$ cat src/rtl/scene_pkg.sv
// Shared types for the runner-display scene sequencer: game states and signed coordinates.
package scene_pkg;
  localparam int COORD_W   = 12;
  localparam int EXT_W     = COORD_W + 4;
  localparam int COORD_MAX = 2 ** (COORD_W - 1) - 1;

  typedef enum logic [1:0] {COUNTDOWN, LOGO, ENTER, PLAY} state_t;
  typedef logic signed [COORD_W-1:0] coord_t;
  // Working width for offset arithmetic; results are truncated back to coord_t.
  typedef logic signed [EXT_W-1:0] ext_t;
endpackage

$ cat src/rtl/button_edge.sv
// Two-flop synchroniser for a raw push button followed by a one-cycle rising-edge pulse.
module button_edge (
  input  logic CLK100MHZ,
  input  logic CPU_RESETN,
  input  logic btn,
  output logic pulse
);
  logic [2:0] sync_q;

  always_ff @(posedge CLK100MHZ or negedge CPU_RESETN) begin
    if (!CPU_RESETN) sync_q <= '0;
    else             sync_q <= {sync_q[1:0], btn};
  end

  assign pulse = sync_q[1] & ~sync_q[2];
endmodule

$ cat src/rtl/scene_sequencer.sv
// Frame-driven game-state sequencer: countdown, logo scroll-off, player slide-in, then play with
// lane selection and animated coins. All animation advances on the vsync rising edge.
module scene_sequencer
  import scene_pkg::*;
#(
  parameter int NUM_LANES        = 3,
  parameter int LANE_PITCH       = 100,
  parameter int NUM_COINS        = 3,
  parameter int COUNTDOWN_FRAMES = 5,
  parameter int LOGO_STEP        = 30,
  parameter int LOGO_END         = -600,
  parameter int PLAYER_START     = -170,
  parameter int PLAYER_STEP      = 17,
  parameter int COIN_X0          = 200,
  parameter int COIN_SPACING     = 80,
  parameter int COIN_Y0          = 40,
  parameter int COIN_DY          = 6,
  parameter int COIN_WRAP        = 480
) (
  input  logic   CLK100MHZ,
  input  logic   CPU_RESETN,
  input  logic   vsync,
  input  logic   BTNL,
  input  logic   BTNR,
  input  logic   restart,
  output state_t state,
  output coord_t logo_voffset,
  output coord_t player_hoffset,
  output coord_t player_voffset,
  output coord_t coin_hoffset [NUM_COINS],
  output coord_t coin_voffset [NUM_COINS]
);
  localparam int LANE_W    = $clog2(NUM_LANES);
  localparam int CNT_W     = $clog2(COUNTDOWN_FRAMES + 1);
  localparam int CEN       = (NUM_LANES - 1) / 2;
  localparam int PHASE_MAX = (COIN_WRAP - COIN_Y0) / COIN_DY;
  localparam int X_MAX     = COIN_X0 + (NUM_COINS - 1) * COIN_SPACING
                             + (NUM_COINS - 1 - (NUM_COINS - 1) / 2) * PHASE_MAX;
  localparam logic [LANE_W-1:0] LANE_CEN = LANE_W'(CEN);
  localparam logic [LANE_W-1:0] LANE_MAX = LANE_W'(NUM_LANES - 1);

  if (NUM_LANES < 2 || NUM_COINS < 1 || COIN_WRAP > COORD_MAX || X_MAX > COORD_MAX ||
      LANE_PITCH * CEN > COORD_MAX) begin : g_range_check
    $error("scene_sequencer: parameter set does not fit COORD_W");
  end

  function automatic coord_t coin_h(int i, ext_t ph);
    return coord_t'(ext_t'(COIN_X0) + ext_t'(i * COIN_SPACING)
                    + ext_t'(i - (NUM_COINS - 1) / 2) * ph);
  endfunction

  function automatic coord_t coin_v(ext_t ph);
    return coord_t'(ext_t'(COIN_Y0) + ext_t'(COIN_DY) * ph);
  endfunction

  function automatic coord_t lane_h(logic [LANE_W-1:0] l);
    return coord_t'((ext_t'(LANE_CEN) - ext_t'(l)) * ext_t'(LANE_PITCH));
  endfunction

  logic              vsync_q, tick, edge_l, edge_r, pend_l, pend_r, mv_l, mv_r;
  logic [CNT_W-1:0]  cnt_q;
  logic [LANE_W-1:0] lane_q, lane_nxt;
  ext_t              phase_q, phase_inc, phase_nxt, logo_dec, player_inc;

  button_edge u_btn_l (.CLK100MHZ(CLK100MHZ), .CPU_RESETN(CPU_RESETN), .btn(BTNL), .pulse(edge_l));
  button_edge u_btn_r (.CLK100MHZ(CLK100MHZ), .CPU_RESETN(CPU_RESETN), .btn(BTNR), .pulse(edge_r));

  assign tick = vsync & ~vsync_q;
  // An edge landing on the tick cycle itself still counts for that frame.
  assign mv_l = (pend_l | edge_l) & ~(pend_r | edge_r);
  assign mv_r = (pend_r | edge_r) & ~(pend_l | edge_l);

  assign logo_dec   = ext_t'(logo_voffset) - ext_t'(LOGO_STEP);
  assign player_inc = ext_t'(player_voffset) + ext_t'(PLAYER_STEP);
  assign phase_inc  = phase_q + ext_t'(1);

  always_comb begin
    phase_nxt = phase_inc;
    if (ext_t'(COIN_Y0) + ext_t'(COIN_DY) * phase_inc > ext_t'(COIN_WRAP)) phase_nxt = '0;
  end

  always_comb begin
    lane_nxt = lane_q;
    if (mv_l && lane_q != '0)           lane_nxt = lane_q - 1'b1;
    else if (mv_r && lane_q != LANE_MAX) lane_nxt = lane_q + 1'b1;
  end

  always_ff @(posedge CLK100MHZ or negedge CPU_RESETN) begin
    if (!CPU_RESETN) begin
      vsync_q        <= 1'b0;
      state          <= COUNTDOWN;
      cnt_q          <= CNT_W'(COUNTDOWN_FRAMES);
      logo_voffset   <= '0;
      player_voffset <= coord_t'(PLAYER_START);
      player_hoffset <= lane_h(LANE_CEN);
      lane_q         <= LANE_CEN;
      phase_q        <= '0;
      pend_l         <= 1'b0;
      pend_r         <= 1'b0;
      for (int i = 0; i < NUM_COINS; i++) begin
        coin_hoffset[i] <= coin_h(i, '0);
        coin_voffset[i] <= coin_v('0);
      end
    end else begin
      vsync_q <= vsync;
      if (restart) begin
        state          <= COUNTDOWN;
        cnt_q          <= CNT_W'(COUNTDOWN_FRAMES);
        logo_voffset   <= '0;
        player_voffset <= coord_t'(PLAYER_START);
        player_hoffset <= lane_h(LANE_CEN);
        lane_q         <= LANE_CEN;
        phase_q        <= '0;
        pend_l         <= 1'b0;
        pend_r         <= 1'b0;
        for (int i = 0; i < NUM_COINS; i++) begin
          coin_hoffset[i] <= coin_h(i, '0);
          coin_voffset[i] <= coin_v('0);
        end
      end else if (tick) begin
        pend_l <= 1'b0;
        pend_r <= 1'b0;
        unique case (state)
          COUNTDOWN: begin
            if (cnt_q <= CNT_W'(1)) state <= LOGO;
            else                    cnt_q <= cnt_q - 1'b1;
          end
          LOGO: begin
            if (logo_dec <= ext_t'(LOGO_END)) begin
              logo_voffset <= coord_t'(LOGO_END);
              state        <= ENTER;
            end else begin
              logo_voffset <= coord_t'(logo_dec);
            end
          end
          ENTER: begin
            if (!player_inc[EXT_W-1]) begin
              player_voffset <= '0;
              state          <= PLAY;
            end else begin
              player_voffset <= coord_t'(player_inc);
            end
          end
          PLAY: begin
            lane_q         <= lane_nxt;
            player_hoffset <= lane_h(lane_nxt);
            phase_q        <= phase_nxt;
            for (int i = 0; i < NUM_COINS; i++) begin
              coin_hoffset[i] <= coin_h(i, phase_nxt);
              coin_voffset[i] <= coin_v(phase_nxt);
            end
          end
        endcase
      end else begin
        pend_l <= pend_l | edge_l;
        pend_r <= pend_r | edge_r;
      end
    end
  end
endmodule

$ cat config.mk
export PLATFORM = sky130hd
export DESIGN_NAME = scene_sequencer
export DESIGN_NICKNAME = d
export VERILOG_FILES = /design/src/rtl/scene_pkg.sv /design/src/rtl/button_edge.sv /design/src/rtl/scene_sequencer.sv
export SDC_FILE = /design/constraint.sdc
export NUM_CORES = 1
export LEC_CHECK = 0
export CORE_MARGIN = 2
export CORE_UTILIZATION = 55
export DETAILED_ROUTE_END_ITERATION = 10
export PLACE_DENSITY = 0.86
export SLEW_MARGIN = 25
export SYNTH_ARGS = -nofsm -noshare
export SYNTH_HDL_FRONTEND = slang
export SYNTH_SLANG_ARGS = --single-unit
$ cat constraint.sdc
create_clock -name CLK100MHZ -period 7.2 [get_ports CLK100MHZ]
set_input_delay 2.16 -clock CLK100MHZ [delete_from_list [all_inputs] [get_ports CLK100MHZ]]
set_output_delay 2.16 -clock CLK100MHZ [all_outputs]
set_load 0.005 [all_outputs]
# Word-level counts from Yosys, hierarchy flattened
# Cells that the tools add are included.
[word_totals] reg_bits=140 output_inout_bits=110 word_cells=111
[op_classes] n_mux=40 magnitude_cmp=3 bitwise_logic=12 n_eq_ne=8 mul=3 reduce_logical=15 addsub=12
[op_table] cell="$mux 36" n=6
[op_table] cell="$mux 12" n=11
[op_table] cell="$mux 16" n=4
[op_table] cell="$mux 2" n=10
[op_table] cell="$add 16x2->16 const B" n=1
[op_table] cell="$add 7x16->16 const A" n=1
[op_table] cell="$gt 16x10->1 const B" n=1
[op_table] cell="$mul 3x16->11 const A" n=1
[op_table] cell="$mul 3x16->15 const A" n=1
[op_table] cell="$add 12x6->13 const B" n=1
[op_table] cell="$le 13x11->1 const B" n=1
[op_table] cell="$sub 12x6->13 const B" n=1
[op_table] cell="$add 10x12->12 const A" n=1
[op_table] cell="$add 7x12->12 const A" n=1
[op_table] cell="$add 9x12->12 const A" n=1
[op_table] cell="$mux 3" n=4
[op_table] cell="$neg 12->12" n=1
[op_table] cell="$reduce_bool 2->1" n=6
[op_table] cell="$mul 3x6->9 const B" n=1
[op_table] cell="$ne 3x3->1 const B" n=3
[op_table] cell="$pmux 2 s3" n=1
[op_table] cell="$reduce_and 2->1" n=3
[op_table] cell="$and 1x1->1" n=5
[op_table] cell="$not 1->1" n=5
[op_table] cell="other kinds (15)" n=22

# Depth between registers and ports, before layout
[depth] word_depth=13 ltp_mapped=33 mapped_depth_nobuf=30

# Hierarchy
# A second synthesis with hierarchy kept.
[hier_totals] hier_cells=828 hier_area_um2=6922.9
[modules_own_cells] module="scene_sequencer" n_inst=1 cells_per_inst=820 area_per_inst_um2=6745.2
[modules_own_cells] module="button_edge" n_inst=2 cells_per_inst=4 area_per_inst_um2=88.8

# Worst setup path before layout
# No wires, ideal clock.
[synth_path] path_kind="reg2reg" startpoint="register coin_hoffset[24] (netlist name)" endpoint="register coin_voffset[34] in the netlist's numbering" n_path_buf=3 arrival_ps=6490 path_stages_with_launch=31 required_ps=7106 setup_slack_ps=616 synth_period_minus_slack_ps=6584 setup_ps=94 path_cell_list="dfrtp_1 clkbuf_1 nand4_1 or2_2 xor2_1 xor2_1 ha_1 a21oi_1 o21ai_1 nor2_1 or3_1 a221o_1 or4_4 and2_4 buf_6 buf_2 nor2_1 inv_1 ha_1 ha_1 fa_1 inv_1 o21bai_1 a21oi_1 o21bai_1 a21oi_1 xnor2_1 nor2_1 nand2_1 xor2_1 a211oi_1"
[synth_lines] element="end signal, assigned by index" line="scene_sequencer.sv:102" rtl="coin_voffset[i] <= coin_v('0);"
[synth_lines] element="end signal, assigned by index" line="scene_sequencer.sv:118" rtl="coin_voffset[i] <= coin_v('0);"
[synth_lines] element="end signal, assigned by index" line="scene_sequencer.sv:150" rtl="coin_voffset[i] <= coin_v(phase_nxt);"
[synth_lines] element="end, declared" line="scene_sequencer.sv:31" rtl="output coord_t coin_voffset [NUM_COINS]"

==> results.md <==
- First-pass iteration count of the detailed router: 7
- Post CTS Setup Buffer Count: 0
- Startpoint of the lowest-slack register-to-register path: coin_hoffset[1]
- Clk buf depth: 2
- Overall die area: between 0.01 and 0.015 mm^2
- Number of fill cells in the layout: about 990
- Pre-CTS worst setup slack: about 0.44 ns
- Max Fclk: around 150 MHz
- Proportion of netlist area held by the largest area contributor: 0.246
- CP required: roughly 7.5 ns
- Clock Latency Late Sink: approximately 0.34 ns
- Area growth syn-to-layout: 17.1%
- Family with the most delay on the worst path: simple AND/OR/NAND/NOR gates
- Total power consumption of the routed design: slightly above 0.001 W
- Slowest stage cell on the critical path: sky130_fd_sc_hd__or4_4
- Final Max Tran Viols: 0
- Post-detailed-route DRC marker count: 0
- Cell count of the worst reg-to-reg path: 29
- Clk_skew: approximately 0.0066 ns
- Type of element capturing the critical path: flop
- Die height: 115 um
- Total track usage: 0.231
- Core area: ~0.012 mm^2
- HPWL after DPL: about 10000 um
- Synthesized cell area: 0.00681 mm^2
- Vias after detailed routing: roughly 5900
- Chip width: around 120 um
- Pin count of the biggest net entering global routing: 74
- Post-Route Hold Slack: between 0.3 and 0.4 ns
- Post-synthesis register bit count: slightly below 90
- Aggregate routed wire length: 15000 um
- Antenna violations before repair: 0
- Overflow after GRT: 0
- Warnings from Yosys: 0
- Reg-to-reg critical path endpoint: coin_voffset[34]
- Number of endpoints failing setup at the final stage: 0
- Antenna cell count: 0
- H-tree depth reported by CTS: 3
- Crit path from: coin_hoffset[1]
- Areal power density over the cells: between 100 and 150 mW/mm^2
- Synthesized netlist cell count: between 800 and 900
- Transition time at the pin with the least slew margin: just over 0.9 ns
- Final estimated routing congestion in global placement: roughly 0.9
- Rows: 40
- Slew Limit Headroom: 0.386
- Most area-consuming cells after synthesis: sky130_fd_sc_hd__dfrtp_1 25%, sky130_fd_sc_hd__ha_1 11%, sky130_fd_sc_hd__dfstp_2 7.7%, sky130_fd_sc_hd__buf_4 5.7%, sky130_fd_sc_hd__a21oi_1 5.1%
- Leak Pwr: 3.54 nW
- EDFF count, synth: 0
- Clock slew at reported path FFs: about 0.060 ns
- Buffers & Inverters on Critical Path: 2
- Share of the clock period used by the worst path after layout: 0.934
- Tmin final: between 6 and 7 ns
- Final hold violation count: 0
- Status: complete, no violations
- Hold Path Class: reg2reg
- Starting Density: 0.565
- Hold-fix buffer count after cts: 0
- Final Cell Area: about 0.0080 mm^2
- Via density: 5.63
- Reg-to-reg slack, setup: about 0.47 ns
- Prevailing post-synth register cell: sky130_fd_sc_hd__dfrtp_1
- CP arrival: roughly 7 ns
- Worst IR drop on VDD: 0.0977 mV
- Count of maximum capacitance violations: 0
- Number of input and output port buffers inserted: 97
- Worst Path Class, Setup: reg2reg
- Number of stages on the worst setup path: 29
- Share of post-route cells with drive strength above 1: 0.0803
- Count of antenna-violating nets left after detailed routing: 0
- Clock root buffer master: sky130_fd_sc_hd__clkbuf_16
- Sequential share of the synthesized area: 0.323
- Start point of the worst min-delay path: u_btn_l.sync_q[0]
- Number of buffers added by the clock tree synthesis step: 9
- Most prevalent standard cell on the critical path: sky130_fd_sc_hd__ha_1
- Worst path setup slack after routing: between 0.4 and 0.5 ns
- Number of clock sinks: between 80 and 90
- Drt wl/cell: between 10 and 15 um
- Most area-hungry cell type in the Yosys netlist: sky130_fd_sc_hd__dfrtp_1
- Resize count post-CTS: 0
- Final layout net count: roughly 940
- Slowest Stage Delay on Critical Path: around 0.54 ns
- Final core utilization: 0.661
- Synth async-reset ratio: 1.00
- Critical path destination: coin_voffset[34]
- Global-route wire length before repair: between 20000 and 25000 um
- Maximum fanout along the worst path: 8
- CTS tree: built
- Kind of start point of the critical path: flop
- Ports placed on the boundary: approximately 120
- Post-synth cell types: approximately 70
- Via count of the first global-routing pass: 5267
- Starting DRT DRC Count: slightly above 500
- Average cell area after synthesis: 8.37 um^2
- Instance area at placement: 0.00761 mm^2
## layer usage
layer	GRT usage	vias up	wire, um
met1	0.318	2743	6860
met3	0.0390	22	885
li1	-	2869	-
met2	0.380	220	7060
met5	0	-	0
met4	0.0578	0	200
## synthesized netlist by cell type, drive strengths merged, types with 4 or more instances
library cell,number
a211oi,11
a21o,10
a21oi,70
a221o,5
a22o,4
a2bb2oi,4
a31oi,10
and2,5
and3,7
and4,5
buf,58
clkbuf,25
dfrtp,67
dfstp,20
ha,61
inv,49
nand2,85
nand2b,6
nand3,27
nand3b,4
nand4,5
nor2,73
nor2b,8
nor3,18
nor3b,5
o211ai,8
o21ai,49
o21bai,8
or2,6
xnor2,32
xor2,23
## logic make-up after synthesis
kind of cell	count (synthesis)	synth area share
other cells	2	0.00110
flops	87	0.323
compound gates	207	0.193
mux	2	0.00294
buf+inv	132	0.104
xor+xnor	55	0.0707
fa+ha+maj	63	0.118
simple gates	266	0.187
## state kept, by name (all words and copies together), names as in the netlist
signal and count:
coin_hoffset 23, phase_q 12, player_voffset 12, logo_voffset 11, coin_voffset 9, player_hoffset 5, cnt_q 3, u_btn_l.sync_q 3
u_btn_r.sync_q 3, state 2, lane_q 1, pend_l 1, pend_r 1, vsync_q 1
## layout make-up
type	count	area (um^2)	share of cell area
Multi-Input combinational cell	611	4010	0.502
Clock inverter	7	95.1	0.0119
Sequential cell	87	2200	0.276
Inverter	49	184	0.0231
Clock buffer	9	225	0.0282
Tap cell	168	210	0.0264
Timing Repair Buffer	109	1050	0.132
## layout by cell type, fill, tap and decap left out, types with 22 or more instances in the layout
master                             n
sky130_fd_sc_hd__o21ai_0          42
sky130_fd_sc_hd__dfrtp_1          67
sky130_fd_sc_hd__nand3_1          27
sky130_fd_sc_hd__xnor2_1          30
sky130_fd_sc_hd__xor2_1           22
sky130_fd_sc_hd__nand2_1          85
sky130_fd_sc_hd__ha_1             61
sky130_fd_sc_hd__a21oi_1          69
sky130_fd_sc_hd__nor2_1           69
sky130_fd_sc_hd__inv_1            48
sky130_fd_sc_hd__clkdlybuf4s50_1  95
## where the power goes
| part | switching, W | internal [W] |
|---|---|---|
| sequential | 0.00000238 | 0.000494 |
| combinational | 0.0000300 | 0.0000105 |
| clock | 0.000198 | 0.000305 |
| total | 0.000230 | 0.000810 |
## worst min-delay path by stage
stage | to | slack [ns] | cells after the start
after floorplan | u_btn_l.sync_q[1] | 0.33 | 0
after global placement | u_btn_r.sync_q[1] | 0.33 | 0
after global routing | u_btn_r.sync_q[1] | 0.36 | 0
after CTS | u_btn_l.sync_q[1] | 0.35 | 0
final | u_btn_l.sync_q[1] | 0.35 | 0
after detailed placement | u_btn_l.sync_q[1] | 0.34 | 0
## per-stage QoR
stage	setup TNS, ns	cells
after floorplan	0	830
after global placement	0	1024
after detailed placement	0	1024
after CTS	0	1040
after global routing	-0.00452	1040
final	0	1040
## worst reg2reg max path, delay by kind of cell, from the launching register on
family                     cells  cell delay (ns)
and+or+nand+nor                9             1.96
adders and majority gates      5             1.63
AOI/OAI and AO/OA              9             1.56
xor gates and xnor gates       4             0.84
DFF                            1             0.45
buffers and inverters          2             0.18
No activity file was read; power rests on OpenSTA's default activity.
